==> config.mk <==
export PLATFORM = sky130hd
export DESIGN_NAME = ins_exec_rvi_i_comp_seq
export DESIGN_NICKNAME = d
export VERILOG_FILES = /design/src/rtl/ins_exec_rvi_i_comp_seq.sv
export SDC_FILE = /design/constraint.sdc
export NUM_CORES = 1
export LEC_CHECK = 0
export BUFFER_PORTS_ARGS = -buffer_cell sky130_fd_sc_hd__buf_2
export CAP_MARGIN = 10
export CORE_MARGIN = 2
export CORE_UTILIZATION = 25
export CTS_BUF_LIST = sky130_fd_sc_hd__clkbuf_4 sky130_fd_sc_hd__clkbuf_8
export CTS_CLUSTER_DIAMETER = 30
export DETAILED_ROUTE_END_ITERATION = 8
export PLACE_DENSITY = 0.41
export SYNTH_ARGS = -nofsm -noshare
export SYNTH_HDL_FRONTEND = slang
export SYNTH_SLANG_ARGS = --single-unit
==> constraint.sdc <==
create_clock -name clk -period 10.7 [get_ports clk]
set_input_delay 2.14 -clock clk [delete_from_list [all_inputs] [get_ports clk]]
set_output_delay 2.14 -clock clk [all_outputs]
set_load 0.005 [all_outputs]
==> src/rtl/ins_exec_rvi_i_comp_seq.sv <==
// RISC-V OP-IMM / OP-IMM-32 executor with valid/ready handshakes on both sides.
// Shifts use a barrel shifter (SHIFT_STEP=0) or run SHIFT_STEP bits per cycle.
//  state | meaning
//  IDLE  | accept or drain
//  SHIFT | iterative shift running
//  HOLD  | result valid, waiting on out_ready
module ins_exec_rvi_i_comp_seq #(
  parameter int XLEN       = 32,
  parameter bit EN_W       = 1'b1,
  parameter int SHIFT_STEP = 0
) (
  input  logic            clk,
  input  logic            rst,
  input  logic            in_valid,
  output logic            in_ready,
  input  logic [6:0]      ins_dec_op,
  input  logic [2:0]      ins_dec_funct3,
  input  logic [XLEN-1:0] reg_rs1_val,
  input  logic [XLEN-1:0] imm_ext_ext,
  input  logic [4:0]      reg_rd,
  output logic            out_valid,
  input  logic            out_ready,
  output logic            reg_w_op,
  output logic [4:0]      reg_w_reg_idx,
  output logic [XLEN-1:0] reg_w_reg_val,
  output logic            illegal,
  output logic            busy
);

  localparam int SW = $clog2(XLEN);
  localparam bit W_EN = EN_W && (XLEN == 64);
  localparam logic [SW-1:0] STEP = SW'(SHIFT_STEP);
  localparam logic [6:0] OP_IMM    = 7'b0010011;
  localparam logic [6:0] OP_IMM_32 = 7'b0011011;
  localparam logic [1:0] K_SLL = 2'd0;
  localparam logic [1:0] K_SRL = 2'd1;
  localparam logic [1:0] K_SRA = 2'd2;

  typedef enum logic [1:0] {IDLE, SHIFT, HOLD} state_t;

  state_t          state_q, state_d;
  logic [XLEN-1:0] res_q, res_d;
  logic [4:0]      idx_q, idx_d;
  logic            we_q, we_d;
  logic            ill_q, ill_d;
  logic [SW-1:0]   cnt_q, cnt_d;
  logic [1:0]      kind_q, kind_d;
  logic            w_q, w_d;

  logic [XLEN-1:0] a_val, a_opnd, shv;
  logic [SW-1:0]   a_amt, step;
  logic [1:0]      a_kind;
  logic            a_w, a_shift, a_ill, a_bub, a_iter, a_we;
  logic [4:0]      a_idx;
  logic            accept;

  function automatic logic [XLEN-1:0] shift_fn(input logic [XLEN-1:0] v,
                                               input logic [1:0] k,
                                               input logic [SW-1:0] n);
    case (k)
      K_SRL:   shift_fn = v >> n;
      K_SRA:   shift_fn = $signed(v) >>> n;
      default: shift_fn = v << n;
    endcase
  endfunction

  function automatic logic [XLEN-1:0] sext32(input logic [31:0] x);
    sext32 = XLEN'($signed(x));
  endfunction

  // Decode and evaluate the presented instruction; only used on accept.
  always_comb begin
    a_val   = '0;
    a_opnd  = reg_rs1_val;
    a_amt   = imm_ext_ext[SW-1:0];
    a_kind  = K_SLL;
    a_w     = 1'b0;
    a_shift = 1'b0;
    a_ill   = 1'b0;
    a_bub   = 1'b0;
    if (ins_dec_op == OP_IMM) begin
      case (ins_dec_funct3)
        3'd0: a_val = reg_rs1_val + imm_ext_ext;
        3'd2: a_val = {{(XLEN-1){1'b0}}, $signed(reg_rs1_val) < $signed(imm_ext_ext)};
        3'd3: a_val = {{(XLEN-1){1'b0}}, reg_rs1_val < imm_ext_ext};
        3'd4: a_val = reg_rs1_val ^ imm_ext_ext;
        3'd6: a_val = reg_rs1_val | imm_ext_ext;
        3'd1: begin
          a_shift = 1'b1;
          a_ill   = (imm_ext_ext[11:SW] != '0);
        end
        3'd5: begin
          a_shift = 1'b1;
          if (imm_ext_ext[11:SW] == '0)
            a_kind = K_SRL;
          else if (imm_ext_ext[10] && ({imm_ext_ext[11], imm_ext_ext[9:SW]} == '0))
            a_kind = K_SRA;
          else
            a_ill = 1'b1;
        end
        default: a_val = reg_rs1_val & imm_ext_ext;
      endcase
    end else if (ins_dec_op == OP_IMM_32) begin
      if (!W_EN) begin
        a_ill = 1'b1;
      end else begin
        a_w   = 1'b1;
        a_amt = SW'(imm_ext_ext[4:0]);
        case (ins_dec_funct3)
          3'd0: a_val = sext32(reg_rs1_val[31:0] + imm_ext_ext[31:0]);
          3'd1: begin
            a_shift = 1'b1;
            a_ill   = (imm_ext_ext[11:5] != 7'h00);
          end
          3'd5: begin
            a_shift = 1'b1;
            if (imm_ext_ext[11:5] == 7'h00) begin
              a_kind = K_SRL;
              a_opnd = XLEN'(reg_rs1_val[31:0]);
            end else if (imm_ext_ext[11:5] == 7'h20) begin
              a_kind = K_SRA;
              a_opnd = sext32(reg_rs1_val[31:0]);
            end else begin
              a_ill = 1'b1;
            end
          end
          default: a_ill = 1'b1;
        endcase
      end
    end else begin
      a_bub = 1'b1;
    end
    // In iterative mode this path only ever sees shamt=0, so no barrel is built.
    if (a_shift) begin
      a_val = (SHIFT_STEP == 0) ? shift_fn(a_opnd, a_kind, a_amt) : a_opnd;
      if (a_w) a_val = sext32(a_val[31:0]);
    end
    if (a_ill || a_bub) a_val = '0;
    a_iter = a_shift && !a_ill && (SHIFT_STEP != 0) && (a_amt != '0);
    a_we   = !a_bub && !a_ill && (reg_rd != 5'd0);
    a_idx  = a_bub ? 5'd0 : reg_rd;
  end

  assign in_ready = !rst && ((state_q == IDLE) || ((state_q == HOLD) && out_ready));
  assign accept   = in_valid && in_ready;

  always_comb begin
    state_d = state_q;
    res_d   = res_q;
    idx_d   = idx_q;
    we_d    = we_q;
    ill_d   = ill_q;
    cnt_d   = cnt_q;
    kind_d  = kind_q;
    w_d     = w_q;
    step    = (cnt_q > STEP) ? STEP : cnt_q;
    shv     = shift_fn(res_q, kind_q, step);
    case (state_q)
      SHIFT: begin
        cnt_d = cnt_q - step;
        res_d = shv;
        if (cnt_d == '0) begin
          state_d = HOLD;
          if (w_q) res_d = sext32(shv[31:0]);
        end
      end
      HOLD:    if (out_ready) state_d = IDLE;
      default: ;
    endcase
    if (accept) begin
      idx_d   = a_idx;
      we_d    = a_we;
      ill_d   = a_ill;
      cnt_d   = a_amt;
      kind_d  = a_kind;
      w_d     = a_w;
      state_d = a_iter ? SHIFT : HOLD;
      res_d   = a_iter ? a_opnd : a_val;
    end
  end

  always_ff @(posedge clk) begin
    if (rst) begin
      state_q <= IDLE;
      res_q   <= '0;
      idx_q   <= '0;
      we_q    <= 1'b0;
      ill_q   <= 1'b0;
      cnt_q   <= '0;
      kind_q  <= K_SLL;
      w_q     <= 1'b0;
    end else begin
      state_q <= state_d;
      res_q   <= res_d;
      idx_q   <= idx_d;
      we_q    <= we_d;
      ill_q   <= ill_d;
      cnt_q   <= cnt_d;
      kind_q  <= kind_d;
      w_q     <= w_d;
    end
  end

  // The working register doubles as the shifter, so outputs are gated by HOLD.
  assign out_valid     = (state_q == HOLD);
  assign busy          = (state_q == SHIFT);
  assign reg_w_op      = out_valid && we_q;
  assign illegal       = out_valid && ill_q;
  assign reg_w_reg_idx = out_valid ? idx_q : 5'd0;
  assign reg_w_reg_val = out_valid ? res_q : '0;

endmodule

## After elaboration in Yosys (flattened, before gate mapping)

Cells that the tools add are included.
Widths: inputs -> output; s select.

- Register bits: 48
- Word-level logic and storage cells: 98

- Add/subtract/negate cells: 2
- Magnitude comparators: 3
- Equal/unequal tests: 18
- Shift-type cells: 6
- Mux-type cells: 31
- Bitwise logic cells: 3
- Reductions and logical operators: 27

Operator list:

| cell | number |
|---|---|
| $mux 32 | 6 |
| $pmux 32 s6 | 1 |
| $pmux 32 s2 | 2 |
| $lt 32x32->1 | 2 |
| $shl 32x5->32 | 2 |
| $shr 32x5->32 | 2 |
| $sshr 32x5->32 | 2 |
| $add 32x32->32 | 1 |
| $and 32x32->32 | 1 |
| $or 32x32->32 | 1 |
| $xor 32x32->32 | 1 |
| $mux 5 | 5 |
| $eq 7x5->1 const B | 2 |
| $mux 2 | 7 |
| $eq 3x3->1 const B | 3 |
| $logic_and 1x1->1 | 8 |
| $mux 1 | 8 |
| $logic_not 7->1 | 1 |
| $reduce_bool 7->1 | 1 |
| $eq 2x1->1 const B | 3 |
| $eq 2x2->1 const B | 3 |
| $eq 3x2->1 const B | 2 |
| $logic_not 6->1 | 1 |
| $ne 3x1->1 const B | 2 |
| other kinds (16) | 23 |

## Logic depth before layout (Yosys ltp)

- Depth after elaboration: 11
- Mapped depth: 15

## Least setup slack after synthesis

OpenSTA, ideal clock, no wires.

- Path type: input to register
- Start: in ins_dec_op[2]
- End: reg res_q[21]
- Arrival: 5185 ps
- Slack: 5445 ps
- Cell stages on the path: 15
- Path buffers: 1
- Cell sequence: nor4b_1 -> nand4b_1 -> nor2_1 -> and3_1 -> and2_1 -> ha_1 -> clkbuf_1 -> nor2b_1 -> a21oi_1 -> nor2_1 -> a221oi_1 -> a2111oi_0 -> a221oi_1 -> a221o_1 -> a21oi_1

- Cells in the longest elaborated chain, start to end: 7

Ends and longest elaborated chain:

| item | RTL line | text |
|---|---|---|
| start, declared | 16 | `input logic [6:0] ins_dec_op,` |
| $eq 7x5->1 (*) | 81 | `if (ins_dec_op == OP_IMM) begin` |
| $mux 2 (*) | 81 |  |
| named net a_kind[0] | 52 | `logic [1:0] a_kind;` |
| $eq 2x2->1 or $eq 2x1->1 (tied branches) | 60 | `case (k)` |
| $pmux 32 s2 (*) | 60 |  |
| $mux 32 (*) | 134 | `if (a_shift) begin` |
| $mux 32 (*) | 138 | `if (a_ill \|\| a_bub) a_val = '0;` |
| $mux 32 (*) | 170 | `if (accept) begin` |
| end signal, assigned | 194 | `res_q <= res_d;` |
| end, declared | 42 | `logic [XLEN-1:0] res_q, res_d;` |

Mark *: on every way through the listed nets, which the timed path passes. The rest lies on a longest branch.
A chain may end at the register's enable or synchronous reset.

## Worst setup path after layout

- Start: in ins_dec_funct3[0]
- End: reg res_q[21]

- Cells in the longest elaborated chain, start to end: 8

Ends and longest elaborated chain:

| item | RTL line | text |
|---|---|---|
| start, declared | 17 | `input logic [2:0] ins_dec_funct3,` |
| $eq 3x3->1 (*) | 82 | `case (ins_dec_funct3)` |
| $mux 2 (*) | 82 |  |
| $mux 2 (*) | 81 |  |
| named net a_kind[0] | 52 |  |
| $eq 2x2->1 or $eq 2x1->1 (tied branches) | 60 |  |
| $pmux 32 s2 (*) | 60 |  |
| $mux 32 (*) | 134 |  |
| $mux 32 (*) | 138 |  |
| $mux 32 (*) | 170 |  |

Marks and branches as above.

==> impl_metrics.toml <==
[status]
status = "completed"

[cts]
cts-buffers-inserted = 5
cts_max_path_buffers = 2
post_cts_hold_buffer_count = 0
clkSlewWorstSetupHoldPaths_ns = 0.09
cts.sink_count = 40
post_cts.repair.setup_buffers = 0
cts_resized = 0
clk_latency_ns = 0.33
cts.root.buffer_cell = "clkbuf_8"
cts_tree = "yes"
cts.htree.levels = 2

[job]
maxCapViolCount = 0

[route]
drt-total-wl_microns = 53400
antenna_violating_nets_post_route = 0
vias = 11700
first_pass_iters = 5
average_routed_wire_per_standard_cell_microns = 26.6
per_cell_via_count_in_the_routed_design = 5.83
drc = 0
drtIter0Drc = 1327

[critical_path]
cell_family_contributing_the_most_delay_on_the_critical_path = "simple AND/OR/NAND/NOR gates"
timing.critical_path.arrival_ns = 6.38
cp_cell_sequence = "buf_2 -> nand2_1 -> nor2_1 -> and3_1 -> and2_1 -> ha_1 -> nor2b_1 -> a21oi_1 -> nor2_1 -> a221oi_1 -> a2111oi_0 -> a221oi_1 -> a221o_1 -> a21oi_1"
timing.reg2reg.setup_slack_ns = 7.48
worstSetupStartpointType = "input port"
crit_fanout = 29
length_in_cells_of_the_worst_reg_to_reg_path = 8
path_class = "input port to flop"
slowest_delay_ns = 0.58
critical_path_cell_count = 14
cp_num_buf_inv = 1
worstPathRequired_ns = 10.96
crit_slowest_cell = "nor2_1"
kind_of_end_point_of_the_critical_path = "flop"

[die]
core_region_area_sq_um = 40600
top_level_ports = 125
dieHeight_microns = 207
floorplan.die_area_sq_um = 42700
std_cell_rows = 74
floorplan.initialDensity = 0.253
die_w_microns = 207

[logic_synthesis]
synthesized_netlist_cell_count = 1450
synth_async_sr_flop_share = 0
count_of_state_elements_after_synthesis = 40
ys_top_cells_by_area = "ha_1, mux4_2, dfxtp_1"
yosysTopAreaCell = "ha_1"
count_of_unique_library_cells_instantiated_by_yosys = 80
yosysWarnings = 0
syn_area_sq_um = 10300
syn_nets = 1633
synth_seq_area_share = 0.0780
synth_enable_flop_cells = 0
syn-mean-instance-area_sq_um = 7.08
synth_top_cell_area_share = 0.121
yosys_most_used_dff = "dfxtp_1"

[cells_and_area]
final_net_count = 1660
layout-drive-gt1-share = 0.167
final_design_area_no_fill_sq_um = 11300
layout.cells.most_common = "nor2_1"
areaGrowthSynthToFinish_pct = 9.58
final_cell_mix = "nor2_1, a21oi_1, nand2_1"

[worst_hold_path]
hold_depth = 2
hold_path_class = "flop to flop"

[placed_design]
port-buffer-count = 123
dpl-instance-area_sq_um = 11200
hpwl_microns = 41800
finalWeightedCongestion = 0.939

[timing]
finalCriticalPeriod_ns = 6.12
rsz0062_at_grt = "no"
timing.fmax_mhz = 163
report.final.hold_viol_count = 0
final.setup.tns_ns = 0
clock_skew_ns = 0.00839
setup_viol = 0
finalCritPeriodShare = 0.572
maxSlewViolCount = 0
tightest_slew_margin_relative_to_the_limit = 0.287
max_slew.worst_pin.slew_ns = 1.07
final.hold.worst_slack_ns = 0.459

[power_and_ir_drop]
static-leakage-power_nw = 4.72
max-vdd-ir-drop_uv = 36.3
powerDensity_nw_per_um2 = 66.7

[grt]
track_usage = 0.246
antenna_found_initial = 1
grt_pass1_vias = 10900
wire_length_of_the_first_global_routing_pass_microns = 77100
grt_max_degree = 75
globalRouteOverflowTotal = 0
[routing by layer]
layer	track usage	up-vias	routed length, microns
met1	0.366	5748	25000
met5	0	-	0
met2	0.385	546	23800
met3	0.0201	51	3680
met4	0.0495	0	993
li1	-	5367	-
[worst min-delay path, cell delays in order (launching register included)]
cell     delay [ns]
dfxtp_1        0.31
nand2_1        0.05
a21oi_1        0.05
[synthesized netlist by cell type (5+ instances only)]
cell type  number
a2111oi_0       7
a211o_1         5
a211oi_1       22
a21o_1         13
a21oi_1       153
a221o_1         6
a221oi_1        9
a22o_1         11
a22oi_1        14
a311oi_1        5
a31oi_1        22
a32oi_1         8
and2_1         44
and3_1         13
buf_1          15
buf_2          19
buf_4          10
clkbuf_1       77
dfxtp_1        40
ha_1           99
inv_1          88
mux2_2         23
mux2i_1        55
mux4_2         52
nand2_1       136
nand2b_1       11
nand3_1        25
nand4_1         6
nor2_1        162
nor2b_1         9
nor3_1         29
nor4_1          5
o211ai_1       14
o21a_1          8
o21ai_0       109
o221ai_1        5
o22ai_1        10
o31a_1          7
o31ai_1        11
or2_2           6
or3_1          12
or4_1           6
[stage by stage]
step,setup WS [ns],utilization,total power [mW],instances
final,4.58,0.277,0.750,2010
after global routing,4.21,0.277,0.792,2010
after CTS,4.66,0.277,0.743,2009
after detailed placement,4.32,0.275,0.628,2002
after global placement,4.42,0.275,0.632,2002
after floorplan,5.44,-,0.457,1450
[cells by family after synthesis]
kind of cell / count (synthesis) / synth area share
AO/OA/AOI/OAI: 484 / 0.302
XOR/XNOR: 5 / 0.00426
adder cells (fa/ha/maj): 100 / 0.123
buffers and inverters: 214 / 0.0864
flip-flops: 40 / 0.0780
multiplexers: 130 / 0.193
other: 1 / 0.000365
AND/OR/NAND/NOR: 476 / 0.214
[where the power goes]
| group | internal, mW | leakage, nW | switching, mW | total (mW) |
|---|---|---|---|---|
| clock network | 0.0445 | 0.0400 | 0.0689 | 0.113 |
| logic | 0.164 | 4.36 | 0.321 | 0.485 |
| registers | 0.149 | 0.322 | 0.00238 | 0.152 |
| total | 0.358 | 4.72 | 0.393 | 0.750 |
[state kept, by name, indices dropped and copies added (netlist names)]
register  cells
res_q        32
ill_q         1
we_q          1
state_q       1
idx_q         5
[worst paths after layout]
check               startpoint   endpoint
max reg2reg         state_q[1]  res_q[20]
max          ins_dec_funct3[0]  res_q[21]
min reg2reg               we_q       we_q
min                       we_q       we_q
[final cells by class]
class,instances,area [sq um]
inverter,90,338
tap,532,666
antenna,1,2.50
fill,4532,29400
clock buffer,5,68.8
clock inverter,2,12.5
sequential,40,801
timing repair buffer,144,778
multi-input combinational,1196,8590
No activity file was read; power rests on OpenSTA's default activity.
